[src/rtl/net_stream_arbiter.sv]
// ============================================================================
// Module   : net_stream_arbiter
// Brief    : Round-robin merge of buffered GMII-style frame sources onto one
//            registered output stream, with inter-frame gap and frame watchdog.
// Revision : 1.0
// ============================================================================
`default_nettype none

module net_stream_arbiter #(
    parameter int N_PORTS        = 4,
    parameter int IFG_CYCLES     = 12,
    parameter int TIMEOUT_CYCLES = 4095
) (
    input  logic                   gmii_clk_out,
    input  logic                   rst_n,
    input  logic [N_PORTS-1:0]     request,
    output logic [N_PORTS-1:0]     grant,
    input  logic [8*N_PORTS-1:0]   gmii_data_in,
    input  logic [N_PORTS-1:0]     gmii_valid_in,
    input  logic [N_PORTS-1:0]     gmii_error_in,
    input  logic [N_PORTS-1:0]     last_in,
    output logic [7:0]             gmii_data_out,
    output logic                   gmii_valid_out,
    output logic                   gmii_error_out,
    output logic                   last_out,
    output logic                   timeout_flag,
    output logic [1:0]             arb_state_dbg
);

    localparam int PTR_W = $clog2(N_PORTS);

    typedef enum logic [1:0] {
        S_IDLE = 2'd0,
        S_XFER = 2'd1,
        S_GAP  = 2'd2
    } state_t;

    state_t             state_q, state_d;
    logic [PTR_W-1:0]   rr_q, rr_d;
    logic [PTR_W-1:0]   sel_q, sel_d;
    logic [15:0]        wd_q, wd_d;
    logic [7:0]         gap_q, gap_d;
    logic [N_PORTS-1:0] grant_q, grant_d;
    logic [7:0]         data_q, data_d;
    logic               valid_q, valid_d;
    logic               err_q, err_d;
    logic               last_q, last_d;
    logic               flag_q, flag_d;

    logic               w_pick_valid;
    logic [PTR_W-1:0]   w_pick;
    logic [PTR_W-1:0]   w_idx;
    logic [PTR_W-1:0]   w_rr_next;
    logic [7:0]         w_sel_data;
    logic               w_sel_valid;
    logic               w_sel_err;
    logic               w_sel_last;

    function automatic logic [PTR_W-1:0] wrap_idx(input logic [PTR_W-1:0] base, input int off);
        int s;
        s = int'(base) + off;
        if (s >= N_PORTS) s = s - N_PORTS;
        return PTR_W'(s);
    endfunction

    // Scan downward so the lowest offset from rr_q wins.
    always_comb begin
        w_pick_valid = 1'b0;
        w_pick       = '0;
        w_idx        = '0;
        for (int k = N_PORTS - 1; k >= 0; k--) begin
            w_idx = wrap_idx(rr_q, k);
            if (request[w_idx]) begin
                w_pick_valid = 1'b1;
                w_pick       = w_idx;
            end
        end
    end

    assign w_rr_next   = wrap_idx(sel_q, 1);
    assign w_sel_data  = gmii_data_in[{sel_q, 3'b000} +: 8];
    assign w_sel_valid = gmii_valid_in[sel_q];
    assign w_sel_err   = gmii_error_in[sel_q];
    assign w_sel_last  = last_in[sel_q];

    always_comb begin
        state_d = state_q;
        rr_d    = rr_q;
        sel_d   = sel_q;
        wd_d    = wd_q;
        gap_d   = gap_q;
        grant_d = '0;
        data_d  = '0;
        valid_d = 1'b0;
        err_d   = 1'b0;
        last_d  = 1'b0;
        flag_d  = flag_q;
        case (state_q)
            S_IDLE: begin
                if (w_pick_valid) begin
                    sel_d   = w_pick;
                    grant_d = {{(N_PORTS-1){1'b0}}, 1'b1} << w_pick;
                    wd_d    = '0;
                    state_d = S_XFER;
                end
            end
            S_XFER: begin
                data_d  = w_sel_data;
                valid_d = w_sel_valid;
                err_d   = w_sel_err;
                last_d  = w_sel_last;
                if (w_sel_last) begin
                    rr_d    = w_rr_next;
                    gap_d   = '0;
                    state_d = S_GAP;
                end else if (wd_q == 16'(TIMEOUT_CYCLES - 1)) begin
                    // This is the TIMEOUT_CYCLES-th cycle: replace the beat with an abort marker.
                    data_d  = '0;
                    valid_d = 1'b0;
                    err_d   = 1'b1;
                    last_d  = 1'b1;
                    flag_d  = 1'b1;
                    rr_d    = w_rr_next;
                    gap_d   = '0;
                    state_d = S_GAP;
                end else begin
                    wd_d = wd_q + 16'd1;
                end
            end
            S_GAP: begin
                if (gap_q == 8'(IFG_CYCLES - 1)) begin
                    state_d = S_IDLE;
                end else begin
                    gap_d = gap_q + 8'd1;
                end
            end
            default: state_d = S_IDLE;
        endcase
    end

    always_ff @(posedge gmii_clk_out or negedge rst_n) begin
        if (!rst_n) begin
            state_q <= S_IDLE;
            rr_q    <= '0;
            sel_q   <= '0;
            wd_q    <= '0;
            gap_q   <= '0;
            grant_q <= '0;
            data_q  <= '0;
            valid_q <= 1'b0;
            err_q   <= 1'b0;
            last_q  <= 1'b0;
            flag_q  <= 1'b0;
        end else begin
            state_q <= state_d;
            rr_q    <= rr_d;
            sel_q   <= sel_d;
            wd_q    <= wd_d;
            gap_q   <= gap_d;
            grant_q <= grant_d;
            data_q  <= data_d;
            valid_q <= valid_d;
            err_q   <= err_d;
            last_q  <= last_d;
            flag_q  <= flag_d;
        end
    end

    assign grant          = grant_q;
    assign gmii_data_out  = data_q;
    assign gmii_valid_out = valid_q;
    assign gmii_error_out = err_q;
    assign last_out       = last_q;
    assign timeout_flag   = flag_q;
    assign arb_state_dbg  = state_q;

endmodule

`default_nettype wire

[config.mk]
export PLATFORM = sky130hd
export DESIGN_NAME = net_stream_arbiter
export DESIGN_NICKNAME = d
export VERILOG_FILES = /design/src/rtl/net_stream_arbiter.sv
export SDC_FILE = /design/constraint.sdc
export NUM_CORES = 1
export LEC_CHECK = 0
export CORE_ASPECT_RATIO = 0.6
export CORE_MARGIN = 2
export CORE_UTILIZATION = 45
export DETAILED_ROUTE_END_ITERATION = 12
export PLACE_DENSITY = 0.75
export SLEW_MARGIN = 20
export SYNTH_ARGS = -nofsm -noshare
export SYNTH_HDL_FRONTEND = slang
export SYNTH_SLANG_ARGS = --single-unit
[constraint.sdc]
create_clock -name gmii_clk_out -period 3 [get_ports gmii_clk_out]
set_clock_uncertainty 0.15 [all_clocks]
set_input_delay 0.6 -clock gmii_clk_out [delete_from_list [all_inputs] [get_ports gmii_clk_out]]
set_output_delay 0.6 -clock gmii_clk_out [all_outputs]
set_load 0.1 [all_outputs]
# Yosys cells after proc, flatten, opt, wreduce, memory -nomap -nowiden
# Index checks and enable logic that the tools add are counted.
# word_totals
ff_bits,46
input_bits,50
output_inout_bits,18
elab_cells,111
# classes
add_sub_neg,11
n_lt_le_gt_ge,10
eq_ne,10
shift,2
mux,56
bitwise,1
n_reduce_logical,10
# op_table
cell,count
16-bit two-way mux,3
8-bit two-way mux,6
16-bit case mux with 2 select lines,1
32-bit by 6-bit indexed part select with 8-bit output,1
2-bit two-way mux,15
1-bit two-way mux,20
16-bit by 1-bit adder with 16-bit output (second input constant),1
16-bit by 12-bit equality test with 1-bit output (second input constant),1
8-bit case mux with 2 select lines,1
2-bit by 3-bit < comparator with 1-bit output (second input constant),5
1-bit binary-select mux with 2-bit select,7
3-bit >= comparator (second input constant),4
2-bit inequality test (second input constant),5
2-bit by 1-bit subtractor with 2-bit output (second input constant),5
3-bit AND reduction,3
8-bit by 1-bit adder with 8-bit output (second input constant),1
8-bit by 4-bit equality test with 1-bit output (second input constant),1
4-bit two-way mux,2
2-bit by 1-bit adder with 3-bit output (second input constant),2
2-bit by 2-bit adder with 3-bit output (second input constant),2
2-bit case mux with 3 select lines,1
2-bit nonzero test,3
2-bit AND reduction,2
4-bit AND reduction,1
other kinds (7),7

# Logic depth before layout (Yosys ltp)
# logic_depth
ltp_word,12
mapped_depth,7
mapped_depth_nobuf,6

# Worst setup path after synthesis
# OpenSTA, ideal clock, no wires.
# synth_path
path_kind,register to register
start,register wd_q[0]
end,register rr_q[1]
setup_ns,0.128
arrival_time_ns,2.153
required_ns,2.722
path_slack_ns,0.569
path_stages_with_launch,7
path_buffers,0
synth_period_minus_slack_ns,2.431
cell_sequence,dfrtp_1 > inv_1 > ha_1 > or4b_4 > or4_4 > a21oi_4 > mux2_1
# synth_between
elab_chain_len,3
# synth_rtl
item,line_no,rtl
"start, declared",41,"logic [15:0] wd_q, wd_d;"
"start signal, assigned",158,wd_q <= wd_d;
16-bit by 12-bit equality test with 1-bit output,116,end else if (wd_q == 16'(TIMEOUT_CYCLES - 1)) begin
2-bit nonzero test (no line),n/a,
2-bit AND reduction (no line),n/a,
"end signal, assigned",156,rr_q <= rr_d;
"end, declared",39,"logic [PTR_W-1:0] rr_q, rr_d;"
# Every way passes these cells.
# A chain may end at the register's enable or synchronous reset.

# Final worst setup path
# Ends and elaborated chain as after synthesis.

==> flow_summary.toml <==
[status]
status = "completed"

[global_route]
overflow = 0
antenna_found_initial = 0
grt_usage_pct = 20.9
grt_max_degree = 28
first_global_vias = 1786
grt_pass1_wl_mm = 9.65

[placement]
io_buffers = 67
dp_slack_ns = 0.298
dp_hpwl_mm = 4.60
place_congestion = 0.839

[floorplan]
die_x_um = 100
ios = 68
die_h_um = 61.8
placement_rows = 20
core_um2 = 5200
die_area_um2 = 6200
initial_core_util_pct = 48.1

[timing]
clock.fmax_mhz = 371
holdWs_ns = 0.116
period_minus_slack_ns = 2.69
finalSetupViolCount = 0
final_hold_viol_count = 0
fin_ws_ns = 0.308
period_share_pct = 89.7
rsz0062_at_grt = "false"
tns_ns = 0
worstMarginPinSlew_ns = 0.599
final_max_slew_viol_count = 0
maxSlewHeadroom_pct = 59.7

[yosys]
muxShareOfSynthArea_pct = 16.4
syn_inst = 225
synth_nets = 278
synth_edf_count = 0
synthAdderAreaFrac_pct = 1.50
ys_seq_elements = 46
synth_compound_area_share_pct = 6.95
yosysWarnings = 0
synth-async-reset-ratio_pct = 100
syn_area_per_cell_um2 = 11.1
ys_seq_area_share_pct = 46.0
synth_xor_area_share_pct = 2.45
synth_top_family_by_area = "simple AND/OR/NAND/NOR gates"
synthesis.area_um2 = 2500
netlist-cell-type-count = 45
synthSimpleGateAreaFrac_pct = 23.9
synthFlopType = "dfrtp_1"

[run]
cap_violations = 0

[clock_tree]
cts_buffers = 5
cts.reportedPaths.clkPinSlew_ns = 0.09
ctsHoldBuffers = 0
cts_root_buffer = "clkbuf_8"
h-tree-depth = 2
post-cts-setup-buffer-count = 0
worst_skew_pair.late_latency_ns = 0.30
cts.path.max_buffers = 2
ctsResizeCount = 0
tritoncts = "done"
cts_sinks = 46

[power_and_ir_drop]
ir_drop_mv = 0.422
total_power_mw = 3.02
leakage_nw = 1.43
powerDensity_nw_per_um2 = 912

[critical_path]
reg2reg_slack_ns = 0.31
startpoint = "wd_q[0]"
worstPathMaxFanout = 12
cp-end-kind = "flip-flop"
critPathArrivalTime_ns = 2.73
r2r_start = "wd_q[0]"
required_ns = 3.04
crit_path_start_kind = "flip-flop"
critical_path_class = "reg -> reg"

[routing]
drtIter0Drc = 117
wire_per_inst_um = 17.0
route.met3.wl_um = 580
first_pass_iters = 4
drt-total-wl_mm = 6.13
met1Wirelength_mm = 3.02
ant_nets = 0
wl_met2_mm = 2.48
drc_errors = 0
avgViaCountPerCell = 5.60
dr.max_layer_used = "met4"
via_count = 2022

[worst_hold_path]
hold_path_class = "in -> async"

[layout]
fin_util_pct = 63.7
fillers = 420
final_layout_size_suffix_gt1_share_pct = 18.0
areaGrowthSynthToFinish_pct = 32.4
diodes = 0
nets = 347
## state kept, by name, summed over array words and instances, names as in the netlist
signal and count:
timeout_flag 1, gmii_error_out 1, rr_q 2, arb_state_dbg 2
gmii_data_out 8, gmii_valid_out 1, last_out 1, sel_q 2
gap_q 8, grant 4, wd_q 16
## logic make-up after synthesis
| family | count (synthesis) |
|---|---|
| buffers and inverters | 15 |
| muxes | 27 |
| xor gates and xnor gates | 7 |
| and+or+nand+nor | 104 |
| AOI/OAI and AO/OA | 23 |
| DFF | 46 |
| adders and majority gates | 3 |
## stage by stage
step | instance area, um^2 | cells
after floorplan | 2500 | 225
after global placement | 3200 | 353
after detailed placement | 3200 | 353
after CTS | 3310 | 361
after global routing | 3310 | 361
final | 3310 | 361
## final timing paths
path	to	cells after the start
max	rr_q[1]	6
min	wd_q[15]	1
max reg2reg	rr_q[1]	6
min reg2reg	timeout_flag	1
max in group asynchronous	arb_state_dbg[0]	2
min in group gmii_clk_out	timeout_flag	1
## worst max-delay path, cell delays in order, from the launching register on
cell and delay [ns]:
dfrtp_1 0.43, inv_1 0.08, ha_1 0.13, or4b_4 0.48, or4_4 0.60, a21oi_4 0.35
mux2_1 0.36
## cells in the final DEF, fill, tap and decap left out, types with 2 or more instances in the layout
cell,synthesis,final
nand3_1,8,8
or4_1,4,4
mux2i_1,14,14
nor2_1,10,10
buf_4,0,24
clkbuf_8,0,5
nor3_1,3,3
a21boi_0,4,4
ha_1,3,3
o22ai_1,2,2
a21oi_1,2,2
and3_1,4,4
or2_2,2,2
xor2_1,7,7
o31ai_1,5,5
dfrtp_1,46,46
a21o_1,2,2
nor2b_1,13,13
inv_1,4,4
nand2b_1,9,9
nor4_1,8,8
nand2_1,23,23
mux4_2,11,11
nand4_1,11,11
clkdlybuf4s50_1,0,48
## power by group
part | switching [mW] | internal (mW) | total, mW
sequential | 0.107 | 0.763 | 0.870
clock | 0.206 | 0.249 | 0.454
combinational | 1.19 | 0.511 | 1.70
total | 1.50 | 1.52 | 3.02
## final cells by class
class | count | area (um^2) | area share, %
clock buffer | 6 | 72.6 | 2.19
tap | 66 | 82.6 | 2.49
inverter | 4 | 15.0 | 0.453
multi-input combinational | 164 | 1290 | 38.9
timing repair buffer | 73 | 666 | 20.1
sequential | 46 | 1150 | 34.7
clock inverter | 2 | 37.5 | 1.13
## per-layer routing
layer  vias to the layer above  global-route usage [%]
li1                        968                       -
met1                       968                    32.9
met2                        80                    29.0
met3                         6                    5.37
met4                         0                    4.70
met5                         -                       0
## synthesized netlist by cell type, types with 7 or more instances
library cell / number / share of area [%]
xor2_1: 7 / 2.4
nand3_1: 8 / 1.6
nand2_1: 23 / 3.4
dfrtp_1: 46 / 46
nor2_1: 10 / 1.5
nand4_1: 11 / 2.7
nor4_1: 8 / 2.0
nor2b_1: 13 / 3.2
mux4_2: 11 / 9.9
mux2i_1: 14 / 5.6
nand2b_1: 9 / 2.2
Power figures use the tool's default switching activity.
==> edit 1 (same flow settings) <==
Put one more register stage on the output `arb_state_dbg`. The value now appears one clock later. The other outputs are not delayed to match.
--- a/src/rtl/net_stream_arbiter.sv
+++ b/src/rtl/net_stream_arbiter.sv
@@ -174,3 +174,5 @@
     assign timeout_flag   = flag_q;
-    assign arb_state_dbg  = state_q;
+    always_ff @(posedge gmii_clk_out) begin
+        arb_state_dbg <= state_q;
+    end
 
Check against the original RTL: not equivalent (Yosys sat finds a counterexample within 4 cycles, from zero or initial values and one cycle with rst_n low).
==> edit 1 against the unedited design <==
Final area fell by 1.2%; synthesized area fell by 1.3%; sequential cell count rose by 2; power rose by 0.92%; cell count rose by 2.2%; wire length fell by 4.5%; setup slack improved by 0.28 ns; synthesized cell count rose by 2.2%; largest power group unchanged; highest routed layer unchanged.
==> edit 1: results (changes against the unedited design) <==
Run status
  • Status: finished clean

Synth
  • Async SR Flop Fraction: 95.83% (-4.2 points)
  • Count of cell types in the netlist: 45 (unchanged)
  • Mux contribution to synthesized area: 11.75% (-4.6 points)
  • Sequential cell area fraction in the yosys report: 48.23% (+2.2 points)
  • Post-Synth XOR/XNOR Area: 2.837% (+0.39 points)
  • Compound-Gate Fraction of Synth Area: 12.21% (+5.3 points)
  • Yosys warns: 0 (unchanged)
  • Synthesized Nets: 283 (+1.8%)
  • Largest cells by area after synthesis: dfrtp_1 (47%), mux4_2 (10%), nor2b_1 (3.0%)
  • Mean post-synth cell area: 10.74 um2 (-3.5%)
  • Post-Synth Adder-Cell Area: 1.520% (+0.021 points)
  • Most frequent cells after synthesis: dfrtp_1 (46), nand2_1 (19), nor2_1 (19)

Critical path
  • Reg2Reg Depth: 7 (+1)
  • Crit path DAT: 2.43 ns (-0.30 ns)
  • Critical Path Fanout Max: 9 (-3)
  • R2r startpoint: wd_q[0]
  • FF-to-FF End: gap_q[0]
  • Worst R2R Setup Slack: 0.59 ns (+0.28 ns)

Final layout
  • Max reg flops: 16 (unchanged)
  • Layout cells sized above 1: 17.49% (-0.47 points)
  • Ant. Diodes: 0 (unchanged)
  • Non-Filler Instances: 369 (+2.2%)

Placement
  • HPWL Detailed: 4.490 mm (-2.4%)
  • Gpl congestion: 0.8761 (+4.4%)
  • Placed cells: 361 (+2.3%)
  • Post-Place Worst Slack: 0.2835 ns (-0.01489 ns)
  • Post-DP Area: 0.003167 mm2 (-1.2%)

Global route
  • M1 GR Usage: 31.84% (-1.1 points)
  • Met3 global-route usage: 6.356% (+0.99 points)
  • Initial antenna violation count: 0 (unchanged)
  • Gr usage total: 20.54% (-0.38 points)
  • Vias in the first global route: 1817 (+1.7%)
  • Largest net degree at the start of global routing: 25 (-11%)
  • First-pass GRT wire length: 9.363 mm (-2.9%)
  • Gr ovfl total: 0 (unchanged)
  • Met2 Use GR: 28.09% (-0.87 points)

STA
  • Hold Vio Cnt, Final: 0 (unchanged)
  • Final hold slack: 0.1209 ns (+0.005008 ns)
  • Worst-margin pin slew: 0.6663 ns (+0.06720 ns)

Detailed routing
  • Initial DRC Count: 94 (-20%)
  • Topmost layer with routed signal wires: met4
  • DR vias/cell: 5.420 (-3.2%)
  • WL/cell: 15.86 um (-6.6%)
  • Met3 wire len: 567 um (-2.2%)
  • Drt pass-1 iters: 4 (unchanged)
  • Met2 wire len: 2.162 mm (-13%)
  • Met1 Wirelength: 3.116 mm (+3.1%)

Floorplanning
  • Core area: 0.005180 mm2 (-0.48%)

Power
  • LEAKAGE: 1.370 nW (-4.3%)
  • Worst vdd ir: 0.4905 mV (+16%)

Hold path
  • Min-Delay Path Class: input pin to asynchronous set/reset pin

Clock network
  • Worst-skew pair later-pin latency: 0.30 ns (about the same)
  • CTS H-tree depth: 2 (unchanged)
## edit 1: cell types whose count changed in the layout (fill, tap and decap cells not counted), sizes merged, moves of 4 or more
cell / unedited run / this run
nand4: 11 / 2
o211ai: 0 / 4
xor2: 7 / 3
nand2: 23 / 19
xnor2: 0 / 5
a21oi: 3 / 14
nor2: 10 / 19
o21ai: 3 / 13
nor4: 9 / 1
or3: 0 / 9
nand3: 8 / 13
mux2i: 14 / 2
nand2b: 9 / 2
## edit 1: where the power goes
part           switching (mW)  internal (mW)  leakage, nW  total, mW
registers               0.119          0.807        0.634      0.926
logic                    1.20          0.540        0.696       1.73
clock network           0.223          0.165       0.0404      0.388
total                    1.54           1.51         1.37       3.05
## edit 1: layout make-up
type	instances	area, um2
timing repair buffer	74	673.1
clock buffer	5	68.82
clock inverter	3	23.77
tap	66	82.58
fill	421	1907
sequential	48	1191
inverter	7	26.28
multi-input combinational	166	1207
## edit 1: critical path: stages (launching register included)
cell,delay [ns]
dfrtp_1,0.44
inv_1,0.08
ha_1,0.14
nand4b_1,0.07
or4_1,0.51
o31ai_2,0.60
nand2b_1,0.20
mux2i_1,0.07
## edit 1: how the worst max path moves through the flow
stage          slack [ns]               end  cells after the start  startpoint
2_1_floorplan        0.89  gmii_data_out[0]                      7     wd_q[0]
3_3_place_gp         0.28           wd_q[9]                      6  last_in[1]
3_5_place_dp         0.28           wd_q[9]                      6  last_in[1]
4_1_cts              0.28           wd_q[3]                      7     wd_q[0]
5_1_grt              0.35           wd_q[6]                      7     wd_q[0]
6_report             0.59          gap_q[0]                      7     wd_q[0]
## edit 1: metrics by stage
stage               power [mW]  utilization (%)
finish                   3.050            63.19
floorplan                2.250                -
global placement         2.652            61.14
global route             3.219            63.19
CTS                      3.062            62.92
detailed placement       2.667            61.14
==> edit 2 (same flow settings) <==
Without the edit above. `N_PORTS`: 4 -> 16.
--- a/src/rtl/net_stream_arbiter.sv
+++ b/src/rtl/net_stream_arbiter.sv
@@ -9,3 +9,3 @@
 module net_stream_arbiter #(
-    parameter int N_PORTS        = 4,
+    parameter int N_PORTS        = 16,
     parameter int IFG_CYCLES     = 12,
Ports: changed (6 resized); port bits go from 68 to 224. The function was not compared with the original's and may differ.
==> edit 2 against the unedited design <==
Via count grew to 3.7 times the old value; wire length grew to 4.8 times the old value; final area increased to 3.3 times the old value; synthesized area grew to 2.5 times the old value; setup slack worse by 1.1 ns; cell count rose to 3.3 times the old value; the run now ends with setup timing left; hold slack better by 0.013 ns; sequential cell count increased by 16.
Power is not shown: default switching activity piles up to over one toggle a cycle in this logic, so the estimate is an artifact.
==> edit 2: results (changes against the unedited design) <==
Clock network
  • Number of gates resized after cts: 86 (+86)
  • Setup bufs post-CTS: 29 (+29)
  • CTS clk-pin slew, worst paths: 0.05 ns (-0.04 ns)
  • Worst-skew pair later-pin latency: 0.34 ns (+0.04 ns)
  • CTS Buf Count: 9 (+4)
  • Clock Path Buffers: 2 (unchanged)

Global route
  • Initial antenna violation count: 1 (+1)
  • First-pass GRT wire length: 41.53 mm (+330%)
  • Vias in the first global route: 7247 (+310%)
  • M1 GR Usage: 54.25% (+21 points)
  • Met2 Use GR: 54.68% (+26 points)
  • Gr usage total: 37.44% (+17 points)

Placement
  • Post-DP Area: 0.009831 mm2 (+210%)
  • Gpl congestion: 1.024 (+22%)
  • HPWL Detailed: 22.62 mm (+390%)
  • I/O Buffers: 223 (+230%)
  • Placed cells: 1139 (+220%)

Critical path
  • R2r startpoint: rr_q[0]
  • FF-to-FF End: grant[4]
  • Reg2Reg Depth: 12 (+6)
  • Critical Path Fanout Max: 8 (-4)
  • CP max stage cell: mux4_2
  • Crit path DAT: 3.83 ns (+1.10 ns)

STA
  • Setup TNS: -22.06 ns (-22.06 ns)
  • Final setup fails: 39 (+39)
  • Post-route setup slack: -0.7596 ns (-1.068 ns)
  • Slew Limit Headroom: 32.03% (-28 points)

Synth
  • Sequential cell area fraction in the yosys report: 24.50% (-21 points)
  • Most frequent cells after synthesis: mux4_2 (75), dfrtp_1 (62), nor2_1 (56)
  • Largest cells by area after synthesis: mux4_2 (27%), dfrtp_1 (25%), mux2i_1 (4.6%)
  • Top cell type's share of synthesized area: 26.67% (-19 points)

Run status
  • Failing checks: setup timing
  • Status: complete, but fails checks

Detailed routing
  • Met2 wire len: 13.24 mm (+430%)
  • Met3 wire len: 3.721 mm (+540%)
  • Total wire length: 29.37 mm (+380%)
  • DR vias/cell: 6.191 (+11%)
  • Drt pass-1 iters: 6 (+2)
  • Met1 Wirelength: 11.75 mm (+290%)

Final layout
  • Layout cells sized above 1: 43.07% (+25 points)
==> edit 2: changes by cell type after synthesis, moves of 10 or more <==
cell,unedited run,this run
clkbuf_1,4,16
o21ai_0,1,20
xnor2_1,0,12
mux2i_1,14,29
nor4_1,8,19
dfrtp_1,46,62
mux4_2,11,75
nand2_1,23,43
nor2_1,10,56
nor3_1,3,13
nand3_1,8,27
mux2_2,1,16
xor2_1,7,20
a21oi_1,2,20
==> edit 2: through the flow <==
stage	setup slack [ns]	utilization, %
final	-0.7596	80.70
after global placement	-1.093	71.71
after CTS	-0.6098	77.77
after detailed placement	-1.088	71.71
after global routing	-0.8349	80.68
after floorplan	-0.8421	-
==> edit 2: final cells by class <==
| type | instances | area, um2 |
|---|---|---|
| repair buffers | 417 | 3760 |
| well taps | 192 | 240.2 |
| flip-flops and latches | 62 | 1555 |
| clock buffers | 12 | 256.5 |
| diodes | 1 | 2.502 |
| inverters | 11 | 48.80 |
| multi-input cells | 497 | 5154 |
| clock inverters | 4 | 45.04 |
| fillers | 858 | 2646 |
==> edit 2: how the worst min path moves through the flow <==
| stage | start | to | slack (ns) | cells after the start |
|---|---|---|---|---|
| after floorplan | rst_n | arb_state_dbg[0] | 0.15 | 0 |
| after global placement | gap_q[0] | gap_q[0] | 0.34 | 1 |
| after detailed placement | timeout_flag | timeout_flag | 0.35 | 1 |
| after CTS | rst_n | wd_q[3] | 0.14 | 1 |
| after global routing | rst_n | wd_q[5] | 0.18 | 1 |
| final | rst_n | wd_q[3] | 0.13 | 1 |
==> edit 2: logic make-up after synthesis <==
kind of cell | synth area share, %
xor+xnor | 4.940
fa+ha+maj | 2.173
compound gates | 11.88
flops | 24.50
buf+inv | 4.189
mux | 34.68
simple gates | 17.64
